File: src/rtl/ahbl_pkg.sv
// rtl/ahbl_pkg.sv - AHB-Lite encodings and pipeline stage types for ibex_ahbl_master
package ahbl_pkg;

  localparam logic [1:0] HTRANS_IDLE   = 2'b00;
  localparam logic [1:0] HTRANS_NONSEQ = 2'b10;

  localparam logic [2:0] HSIZE_BYTE = 3'd0;
  localparam logic [2:0] HSIZE_HALF = 3'd1;
  localparam logic [2:0] HSIZE_WORD = 3'd2;

  // Address-phase slot; addr already carries the byte offset decoded from be.
  typedef struct packed {
    logic [31:0] addr;
    logic [2:0]  size;
    logic        write;
    logic [31:0] wdata;
    logic        valid;
  } stage_a_t;

  typedef struct packed {
    logic        write;
    logic [31:0] wdata;
    logic        valid;
  } stage_d_t;

endpackage

File: src/rtl/ibex_ahbl_master_if.sv
// rtl/ibex_ahbl_master_if.sv - AHB-Lite master bus bundle
// HRESP is present only when AHBL_MASTER_HRESP_EN is defined.
interface ibex_ahbl_master_if;
  logic [31:0] HADDR;
  logic [1:0]  HTRANS;
  logic        HWRITE;
  logic [2:0]  HSIZE;
  logic [31:0] HWDATA;
  logic        HREADY;
  logic [31:0] HRDATA;
`ifdef AHBL_MASTER_HRESP_EN
  logic        HRESP;

  modport master (output HADDR, HTRANS, HWRITE, HSIZE, HWDATA,
                  input  HREADY, HRDATA, HRESP);
  modport slave  (input  HADDR, HTRANS, HWRITE, HSIZE, HWDATA,
                  output HREADY, HRDATA, HRESP);
`else
  modport master (output HADDR, HTRANS, HWRITE, HSIZE, HWDATA,
                  input  HREADY, HRDATA);
  modport slave  (input  HADDR, HTRANS, HWRITE, HSIZE, HWDATA,
                  output HREADY, HRDATA);
`endif
endinterface

File: src/rtl/ahbl_be_decode.sv
// rtl/ahbl_be_decode.sv - byte-enable to HSIZE / address offset decoder
// Illegal patterns decode as a word at offset 0 so they can still be issued.
module ahbl_be_decode
  import ahbl_pkg::*;
(
  input  logic [3:0] be_i,
  output logic [2:0] size_o,
  output logic [1:0] off_o,
  output logic       illegal_o
);

  always_comb begin
    size_o    = HSIZE_WORD;
    off_o     = 2'd0;
    illegal_o = 1'b0;
    case (be_i)
      4'b0001: begin size_o = HSIZE_BYTE; off_o = 2'd0; end
      4'b0010: begin size_o = HSIZE_BYTE; off_o = 2'd1; end
      4'b0100: begin size_o = HSIZE_BYTE; off_o = 2'd2; end
      4'b1000: begin size_o = HSIZE_BYTE; off_o = 2'd3; end
      4'b0011: begin size_o = HSIZE_HALF; off_o = 2'd0; end
      4'b1100: begin size_o = HSIZE_HALF; off_o = 2'd2; end
      4'b1111: begin size_o = HSIZE_WORD; off_o = 2'd0; end
      default: illegal_o = 1'b1;
    endcase
  end

endmodule

File: src/rtl/ibex_ahbl_master.sv
// rtl/ibex_ahbl_master.sv - Ibex req/gnt/rvalid port to AHB-Lite master, two-stage pipeline
// Optional error response handling: define AHBL_MASTER_HRESP_EN.
module ibex_ahbl_master
  import ahbl_pkg::*;
#(
  parameter bit BE_CHECK = 1'b1
) (
  input  logic                      HCLK,
  input  logic                      HRESET,
  input  logic                      req_i,
  output logic                      gnt_o,
  input  logic [31:0]               addr_i,
  input  logic                      we_i,
  input  logic [3:0]                be_i,
  input  logic [31:0]               wdata_i,
  output logic                      rvalid_o,
  output logic [31:0]               rdata_o,
  output logic                      err_o,
  ibex_ahbl_master_if.master        ahb
);

  stage_a_t    a_q, a_d;
  stage_d_t    d_q, d_d;
  logic        rvalid_q, rvalid_d;
  logic [31:0] rdata_q, rdata_d;
  logic        err_q, err_d;

  logic [2:0]  dec_size;
  logic [1:0]  dec_off;
  logic        dec_illegal;
  logic        local_err;
  logic        a_free;
  logic        gnt;
  logic        bus_err;
  logic        htrans_cancel;
  logic        unused_addr_lsb;

  assign unused_addr_lsb = ^addr_i[1:0];

  ahbl_be_decode u_be_decode (
    .be_i      (be_i),
    .size_o    (dec_size),
    .off_o     (dec_off),
    .illegal_o (dec_illegal)
  );

`ifdef AHBL_MASTER_HRESP_EN
  assign bus_err       = ahb.HRESP;
  assign htrans_cancel = ahb.HRESP && !ahb.HREADY;
`else
  assign bus_err       = 1'b0;
  assign htrans_cancel = 1'b0;
`endif

  assign local_err = BE_CHECK && dec_illegal;
  assign a_free    = !a_q.valid || ahb.HREADY;
  // A locally answered request must wait for an empty pipeline to keep responses in order.
  assign gnt       = req_i && !HRESET &&
                     (local_err ? (!a_q.valid && !d_q.valid) : a_free);

  always_comb begin
    a_d = a_q;
    if (a_free) begin
      a_d.valid = 1'b0;
      if (gnt && !local_err) begin
        a_d.addr  = {addr_i[31:2], dec_off};
        a_d.size  = dec_size;
        a_d.write = we_i;
        a_d.wdata = wdata_i;
        a_d.valid = 1'b1;
      end
    end

    d_d = d_q;
    if (ahb.HREADY) begin
      d_d.valid = a_q.valid;
      if (a_q.valid) begin
        d_d.write = a_q.write;
        d_d.wdata = a_q.wdata;
      end
    end

    rvalid_d = 1'b0;
    rdata_d  = 32'd0;
    err_d    = 1'b0;
    if (ahb.HREADY && d_q.valid) begin
      rvalid_d = 1'b1;
      err_d    = bus_err;
      rdata_d  = (d_q.write || bus_err) ? 32'd0 : ahb.HRDATA;
    end else if (gnt && local_err) begin
      rvalid_d = 1'b1;
      err_d    = 1'b1;
    end
  end

  always_ff @(posedge HCLK or posedge HRESET) begin
    if (HRESET) begin
      a_q      <= '0;
      d_q      <= '0;
      rvalid_q <= 1'b0;
      rdata_q  <= 32'd0;
      err_q    <= 1'b0;
    end else begin
      a_q      <= a_d;
      d_q      <= d_d;
      rvalid_q <= rvalid_d;
      rdata_q  <= rdata_d;
      err_q    <= err_d;
    end
  end

  assign gnt_o      = gnt;
  assign rvalid_o   = rvalid_q;
  assign rdata_o    = rdata_q;
  assign err_o      = err_q;

  assign ahb.HADDR  = a_q.addr;
  assign ahb.HTRANS = (a_q.valid && !htrans_cancel) ? HTRANS_NONSEQ : HTRANS_IDLE;
  assign ahb.HWRITE = a_q.write;
  assign ahb.HSIZE  = a_q.size;
  assign ahb.HWDATA = d_q.wdata;

endmodule
File: src/flat_wrapper.sv
// flat-port wrapper written by rule: the top's interface ports become plain ports
module ibex_ahbl_master_flat import ahbl_pkg::*;
#(
  parameter bit BE_CHECK = 1'b1
)
  (HCLK, HRESET, req_i, gnt_o, addr_i, we_i, be_i, wdata_i, rvalid_o, rdata_o, err_o, ahb_HADDR, ahb_HTRANS, ahb_HWRITE, ahb_HSIZE, ahb_HWDATA, ahb_HREADY, ahb_HRDATA);
  ibex_ahbl_master_if ahb_i ();
  input  logic HCLK;
  input  logic HRESET;
  input  logic req_i;
  output logic gnt_o;
  input  logic [31:0] addr_i;
  input  logic we_i;
  input  logic [3:0] be_i;
  input  logic [31:0] wdata_i;
  output logic rvalid_o;
  output logic [31:0] rdata_o;
  output logic err_o;
  output wire logic [$bits(ahb_i.HADDR)-1:0] ahb_HADDR;
  output wire logic [$bits(ahb_i.HTRANS)-1:0] ahb_HTRANS;
  output wire logic [$bits(ahb_i.HWRITE)-1:0] ahb_HWRITE;
  output wire logic [$bits(ahb_i.HSIZE)-1:0] ahb_HSIZE;
  output wire logic [$bits(ahb_i.HWDATA)-1:0] ahb_HWDATA;
  input wire logic [$bits(ahb_i.HREADY)-1:0] ahb_HREADY;
  input wire logic [$bits(ahb_i.HRDATA)-1:0] ahb_HRDATA;
  assign ahb_HADDR = ahb_i.HADDR;
  assign ahb_HTRANS = ahb_i.HTRANS;
  assign ahb_HWRITE = ahb_i.HWRITE;
  assign ahb_HSIZE = ahb_i.HSIZE;
  assign ahb_HWDATA = ahb_i.HWDATA;
  assign ahb_i.HREADY = ahb_HREADY;
  assign ahb_i.HRDATA = ahb_HRDATA;
  ibex_ahbl_master #(.BE_CHECK(BE_CHECK)) u_core (.HCLK(HCLK), .HRESET(HRESET), .req_i(req_i), .gnt_o(gnt_o), .addr_i(addr_i), .we_i(we_i), .be_i(be_i), .wdata_i(wdata_i), .rvalid_o(rvalid_o), .rdata_o(rdata_o), .err_o(err_o), .ahb(ahb_i));
endmodule
File: config.mk
export PLATFORM = sky130hd
export DESIGN_NAME = ibex_ahbl_master_flat
export DESIGN_NICKNAME = d
export VERILOG_FILES = /design/src/rtl/ahbl_pkg.sv /design/src/rtl/ibex_ahbl_master_if.sv /design/src/rtl/ahbl_be_decode.sv /design/src/rtl/ibex_ahbl_master.sv /design/src/flat_wrapper.sv
export SDC_FILE = /design/constraint.sdc
export NUM_CORES = 1
export LEC_CHECK = 0
export CAP_MARGIN = 20
export CORE_ASPECT_RATIO = 0.75
export CORE_MARGIN = 3
export CORE_UTILIZATION = 41
export CTS_BUF_LIST = sky130_fd_sc_hd__clkbuf_2
export CTS_CLUSTER_SIZE = 30
export DETAILED_ROUTE_END_ITERATION = 12
export GPL_ROUTABILITY_DRIVEN = 0
export PLACE_DENSITY = 0.78
export SLEW_MARGIN = 25
export SYNTH_ARGS = -nofsm -noshare
export SYNTH_HDL_FRONTEND = slang
export SYNTH_SLANG_ARGS = --single-unit
export TNS_END_PERCENT = 30
File: constraint.sdc
create_clock -name HCLK -period 4.5 [get_ports HCLK]
set_input_delay 0.675 -clock HCLK [delete_from_list [all_inputs] [get_ports HCLK]]
set_output_delay 0.675 -clock HCLK [all_outputs]
set_load 0.05 [all_outputs]
# After elaboration in Yosys (flattened, before gate mapping)
# Index checks and enable logic that the tools add are counted.
# op_classes
reduce_logical	16
eq_ne	7
mux	11
# op_table
op	n
$mux 32	2
$eq 4x4->1 const B	3
$eq 4x2->1 const B	2
$reduce_or 7->1	1
$logic_and 1x1->1	6
$mux 1	6
$pmux 2 s3	1
$eq 4x1->1 const B	1
$eq 4x3->1 const B	1
$pmux 2 s2	1
$reduce_and 2->1	2
$reduce_or 2->1	2
$reduce_or 4->1	1
$logic_not 1->1	3
$mux 2	1
$logic_or 1x1->1	1
# totals
inputBits	105
ff_bits	136
wordCells	45
out_inout_bits	105

# Logic depth before layout (Yosys ltp)
# logic_depth
ltp_word	7
depth_mapped	6
mapped_depth_nobuf	4

# Cells and area by module
# Synthesis repeated with hierarchy kept, for this count alone.
# hier_totals
cells_unflattened	383
hier_area_um2	5535.3
# by_module_without_submodules
module	cells_each	seq_area_each_um2	n_inst	area_each_um2
ibex_ahbl_master	368	3428.3	1	5441.5
ahbl_be_decode	15	0.0	1	93.8

# Worst setup path after synthesis
# OpenSTA, ideal clock, no wires.
# synth_timing
path_type	input -> output
startpoint	in HRESET
endpoint	out gnt_o
arrival_ns	4.786
cell_stages	3
setup_slack_ns	-0.961
path_cell_list	inv_1 nand2_1 a21oi_1
# synth_via
elab_chain_cells	3
# synth_lines
item	line	text
start: declaration	flat_wrapper.sv:9	input logic HRESET;
$logic_not 1->1	ibex_ahbl_master.sv:58	assign gnt = req_i && !HRESET &&
$logic_and 1x1->1 (2 in a row)	ibex_ahbl_master.sv:58	
end: declaration	flat_wrapper.sv:11	output logic gnt_o;
# No other way between the ends.

# Worst setup path in the final report
# layout_timing
startpoint	in be_i[0]
endpoint	out gnt_o
# layout_via
elab_chain_cells	4
elab_cells_between_ends	10
# layout_lines
item	line	text
start: declaration	flat_wrapper.sv:14	input logic [3:0] be_i;
$eq 4x4->1 (tied with other cells)	ahbl_be_decode.sv:16	case (be_i)
$reduce_or 7->1 (no line) *	n/a	
$mux 1 *	ibex_ahbl_master.sv:59	(local_err ? (!a_q.valid && !d_q.valid) : a_free);
$logic_and 1x1->1 *	ibex_ahbl_master.sv:58	
# Every way passes the cells marked *; elsewhere a longest branch is shown, timed or not.

==> impl_metrics.csv <==
group,metric,value,unit
outcome,status,"finished, final reports clean",
clock_tree,insertion_delay,0.67,ns
pwr,cell_internal_pwr,2.58,mW
global_routing,overflow,0,
synth,post_synth_num_cell_types,29,
pwr,leakage,3.30,nW
setup_path,worstSetupEndpointType,"primary output",
layout,antenna_diode_instance_count,0,
setup_path,cp.required,3.83,ns
hold_path,hold_crit_class,"in -> reg",
sta,tightest_slew,0.914,ns
layout,design.final.nets,634,
setup_path,ff2ff_path_depth,5,
sta,finalSetupViolCount,0,
routing,drcViolationCount,0,
routing,drt_iter0_drc,141,
setup_path,criticalPathCategory,"in -> out",
global_routing,initial_antenna_violation_count,0,
die,initial_cell_density_of_the_core,42.7,%
pwr,power.sequential.fraction,38.8,%
synth,synth-warning-count,0,
clock_tree,cts-buffers-inserted,17,
placed_design,numPortBuffers,205,
sta,finalWorstPathRequiredPeriod,3.59,ns
die,floorplan.rows,36,
layout,layout-area-overhead-vs-synth,34.7,%
die,io-pin-count,210,
sta,min_period_over_period,79.9,%
clock_tree,tritoncts,"done",
routing,drt-wirelength-per-cell,17.0,µm
global_routing,first_global_vias,3719,
synth,syn_area_per_cell,14.8,µm²
sta,setup_tns,0,ns
layout,layout.cells.most_common,"sky130_fd_sc_hd__clkdlybuf4s50_1",
pwr,final_total_power,4.41,mW
sta,timing.slew.headroom,38.9,%
layout,stdcell_count,713,
sta,unrepaired_setup_endpoints_after_global_routing,"no",
layout,layout-drive-gt1-share,25.6,%
synth,synth_cells,382,
die,core,0.0132,mm²
layout,utilization_after_layout,57.5,%
pwr,sw_frac_of_total,41.5,%
pwr,power.share.clock,17.3,%
global_routing,wire_length_of_the_first_global_routing_pass,19200,µm
clock_tree,post_cts_hold_buffer_count,0,
placed_design,dpl.cell_count,681,
synth,synth_seq_area_share,60.4,%
pwr,pwr-share-comb,43.9,%
sta,maxSlewViolCount,0,
routing,viasPerCell,4.63,
placed_design,detailed_place_hpwl,8800,µm
setup_path,cp_max_fo,4,
layout,layout.cells.most_common_list,"sky130_fd_sc_hd__clkdlybuf4s50_1 (205), sky130_fd_sc_hd__dfrtp_1 (136), sky130_fd_sc_hd__mux2_2 (70)",
flow_run,drv_cap,0,
routing,iteration_count_of_the_initial_detailed_routing_pass,4,
placed_design,postPlaceCellArea,0.00734,mm²
pwr,power_switching,1.83,mW
clock_tree,post_cts_buffers,0,
die,die-width,141,µm
clock_tree,cts.sink_count,136,
routing,drt.antenna.violating_nets,0,
hold_path,holdPathStages,2,
die,dieArea,0.0152,mm²
sta,max_freq,0.278,GHz
global_routing,grt_start_max_net_pins,89,
synth,ys_seq_elements,136,
clock_tree,clk_transition_reported_paths,0.24,ns
clock_tree,clock_tree.root_cell,"sky130_fd_sc_hd__clkbuf_2",
sta,clock-skew-final,0.0331,ns
pwr,powerDensity,580,mW/mm²
routing,sum_of_routed_wire_length_over_all_layers,12100,µm
sta,timing.final.hold_violations,0,
clock_tree,ctsLongestPathBuffers,2,
clock_tree,cts-htree-levels,4,
global_routing,grt_util_all_layers,16.5,%
setup_path,arrival,2.92,ns
pwr,vdd.ir_drop.worst,0.340,mV
routing,vias,3303,
layout,design_area,0.00759,mm²
clock_tree,post_cts.resized_instances,0,
synth,post_synth_instance_area,0.00564,mm²
die,die_height,108,µm
setup_path,start_kind,"input port",
per-layer routing:
metal  global-route usage, %  share of wire (%)  up-vias
met5                       0                  0        -
met4                    5.21                1.2        0
met3                    8.39                 11       12
met2                    27.0                 48      152
met1                    19.0                 40     1646
li1                        -                  -     1493
critical path, cell delays in order:
cell	delay, ns
sky130_fd_sc_hd__clkdlybuf4s50_1	0.48
sky130_fd_sc_hd__nor2_1	0.24
sky130_fd_sc_hd__o21ai_1	0.21
sky130_fd_sc_hd__a32o_1	0.30
sky130_fd_sc_hd__a21oi_1	0.16
sky130_fd_sc_hd__clkdlybuf4s50_1	0.84
registers in the layout, summed over array words and instances, names as in the netlist:
register,flops
u_core.a_q,33
u_core.ahb.HADDR,32
u_core.ahb.HWDATA,32
u_core.rdata_o,32
u_core.ahb.HSIZE,2
u_core.d_q,2
u_core.ahb.HWRITE,1
u_core.err_o,1
u_core.rvalid_o,1
power by group through the flow:
stage	clock network [mW]	registers, mW	logic [mW]
CTS	0.789	1.72	1.96
finish	0.760	1.71	1.94
floorplan	0	1.74	1.58
global placement	0	1.71	1.93
global route	0.838	1.76	2.02
detailed placement	0	1.74	1.95
layout make-up:
| type | instances | area (µm²) |
|---|---|---|
| Inverter | 5 | 22.5 |
| Fill cell | 1039 | 5600 |
| Sequential cell | 136 | 3400 |
| Clock buffer | 18 | 90.1 |
| Tap cell | 171 | 214 |
| Clock inverter | 14 | 164 |
| Timing Repair Buffer | 209 | 2100 |
| Multi-Input combinational cell | 160 | 1600 |
metrics by stage:
stage,hold WS (ns),setup WS [ns]
CTS,0.431,0.900
detailed placement,0.492,0.902
global route,0.411,0.771
finish,0.515,0.906
floorplan,0.477,0.521
global placement,0.482,0.963
cells by family (layout without fill, tap and decap cells):
family	after synthesis	after routing	synth area share, %
flip-flops	136	136	60.4
multiplexers	99	99	21.5
buffers and inverters	87	246	11.3
AND/OR/NAND/NOR	47	47	4.86
AO/OA/AOI/OAI	10	10	1.55
XOR/XNOR	2	2	0.311
other	1	2	0.0665
cell usage after synthesis:
cell type	number	area, µm²
sky130_fd_sc_hd__a21oi_1	1	5.00
sky130_fd_sc_hd__a31oi_1	1	6.26
sky130_fd_sc_hd__a31oi_4	1	21.3
sky130_fd_sc_hd__a32o_1	2	20.0
sky130_fd_sc_hd__and2_1	32	200
sky130_fd_sc_hd__and3_1	2	12.5
sky130_fd_sc_hd__buf_4	72	541
sky130_fd_sc_hd__buf_6	1	11.3
sky130_fd_sc_hd__buf_8	3	45.0
sky130_fd_sc_hd__clkbuf_1	6	22.5
sky130_fd_sc_hd__conb_1	1	3.75
sky130_fd_sc_hd__dfrtp_1	136	3400
sky130_fd_sc_hd__inv_1	5	18.8
sky130_fd_sc_hd__mux2_2	70	788
sky130_fd_sc_hd__mux2_4	27	405
sky130_fd_sc_hd__mux2i_1	2	20.0
sky130_fd_sc_hd__nand2_1	4	15.0
sky130_fd_sc_hd__nand2b_1	1	6.26
sky130_fd_sc_hd__nand3_1	2	10.0
sky130_fd_sc_hd__nor2_1	2	7.51
sky130_fd_sc_hd__nor2_2	1	6.26
sky130_fd_sc_hd__nor3_1	2	10.0
sky130_fd_sc_hd__o21ai_0	1	5.00
sky130_fd_sc_hd__o21ai_1	1	5.00
sky130_fd_sc_hd__o21ai_2	1	8.76
sky130_fd_sc_hd__o22a_1	1	8.76
sky130_fd_sc_hd__o31ai_1	1	7.51
sky130_fd_sc_hd__or2_2	1	6.26
sky130_fd_sc_hd__xnor2_1	2	17.5
final timing paths:
| kind | start | end | slack (ns) |
|---|---|---|---|
| setup / recovery | be_i[0] | gnt_o | 0.91 |
| hold / removal | ahb_HRDATA[31] | u_core.rdata_o[31]$_DFF_PP0_ | 0.52 |
| setup reg to reg | u_core.a_q[0]$_DFFE_PP0N_ | u_core.a_q[27]$_DFFE_PP0P_ | 2.25 |
| hold reg to reg | u_core.a_q[30]$_DFFE_PP0P_ | u_core.ahb.HWDATA[29]$_DFFE_PP0P_ | 0.52 |
| max in group asynchronous | HRESET | u_core.a_q[30]$_DFFE_PP0P_ | 3.31 |
| min in group asynchronous | HRESET | u_core.rdata_o[7]$_DFF_PP0_ | 0.56 |
(Power assumes the default switching activity.)
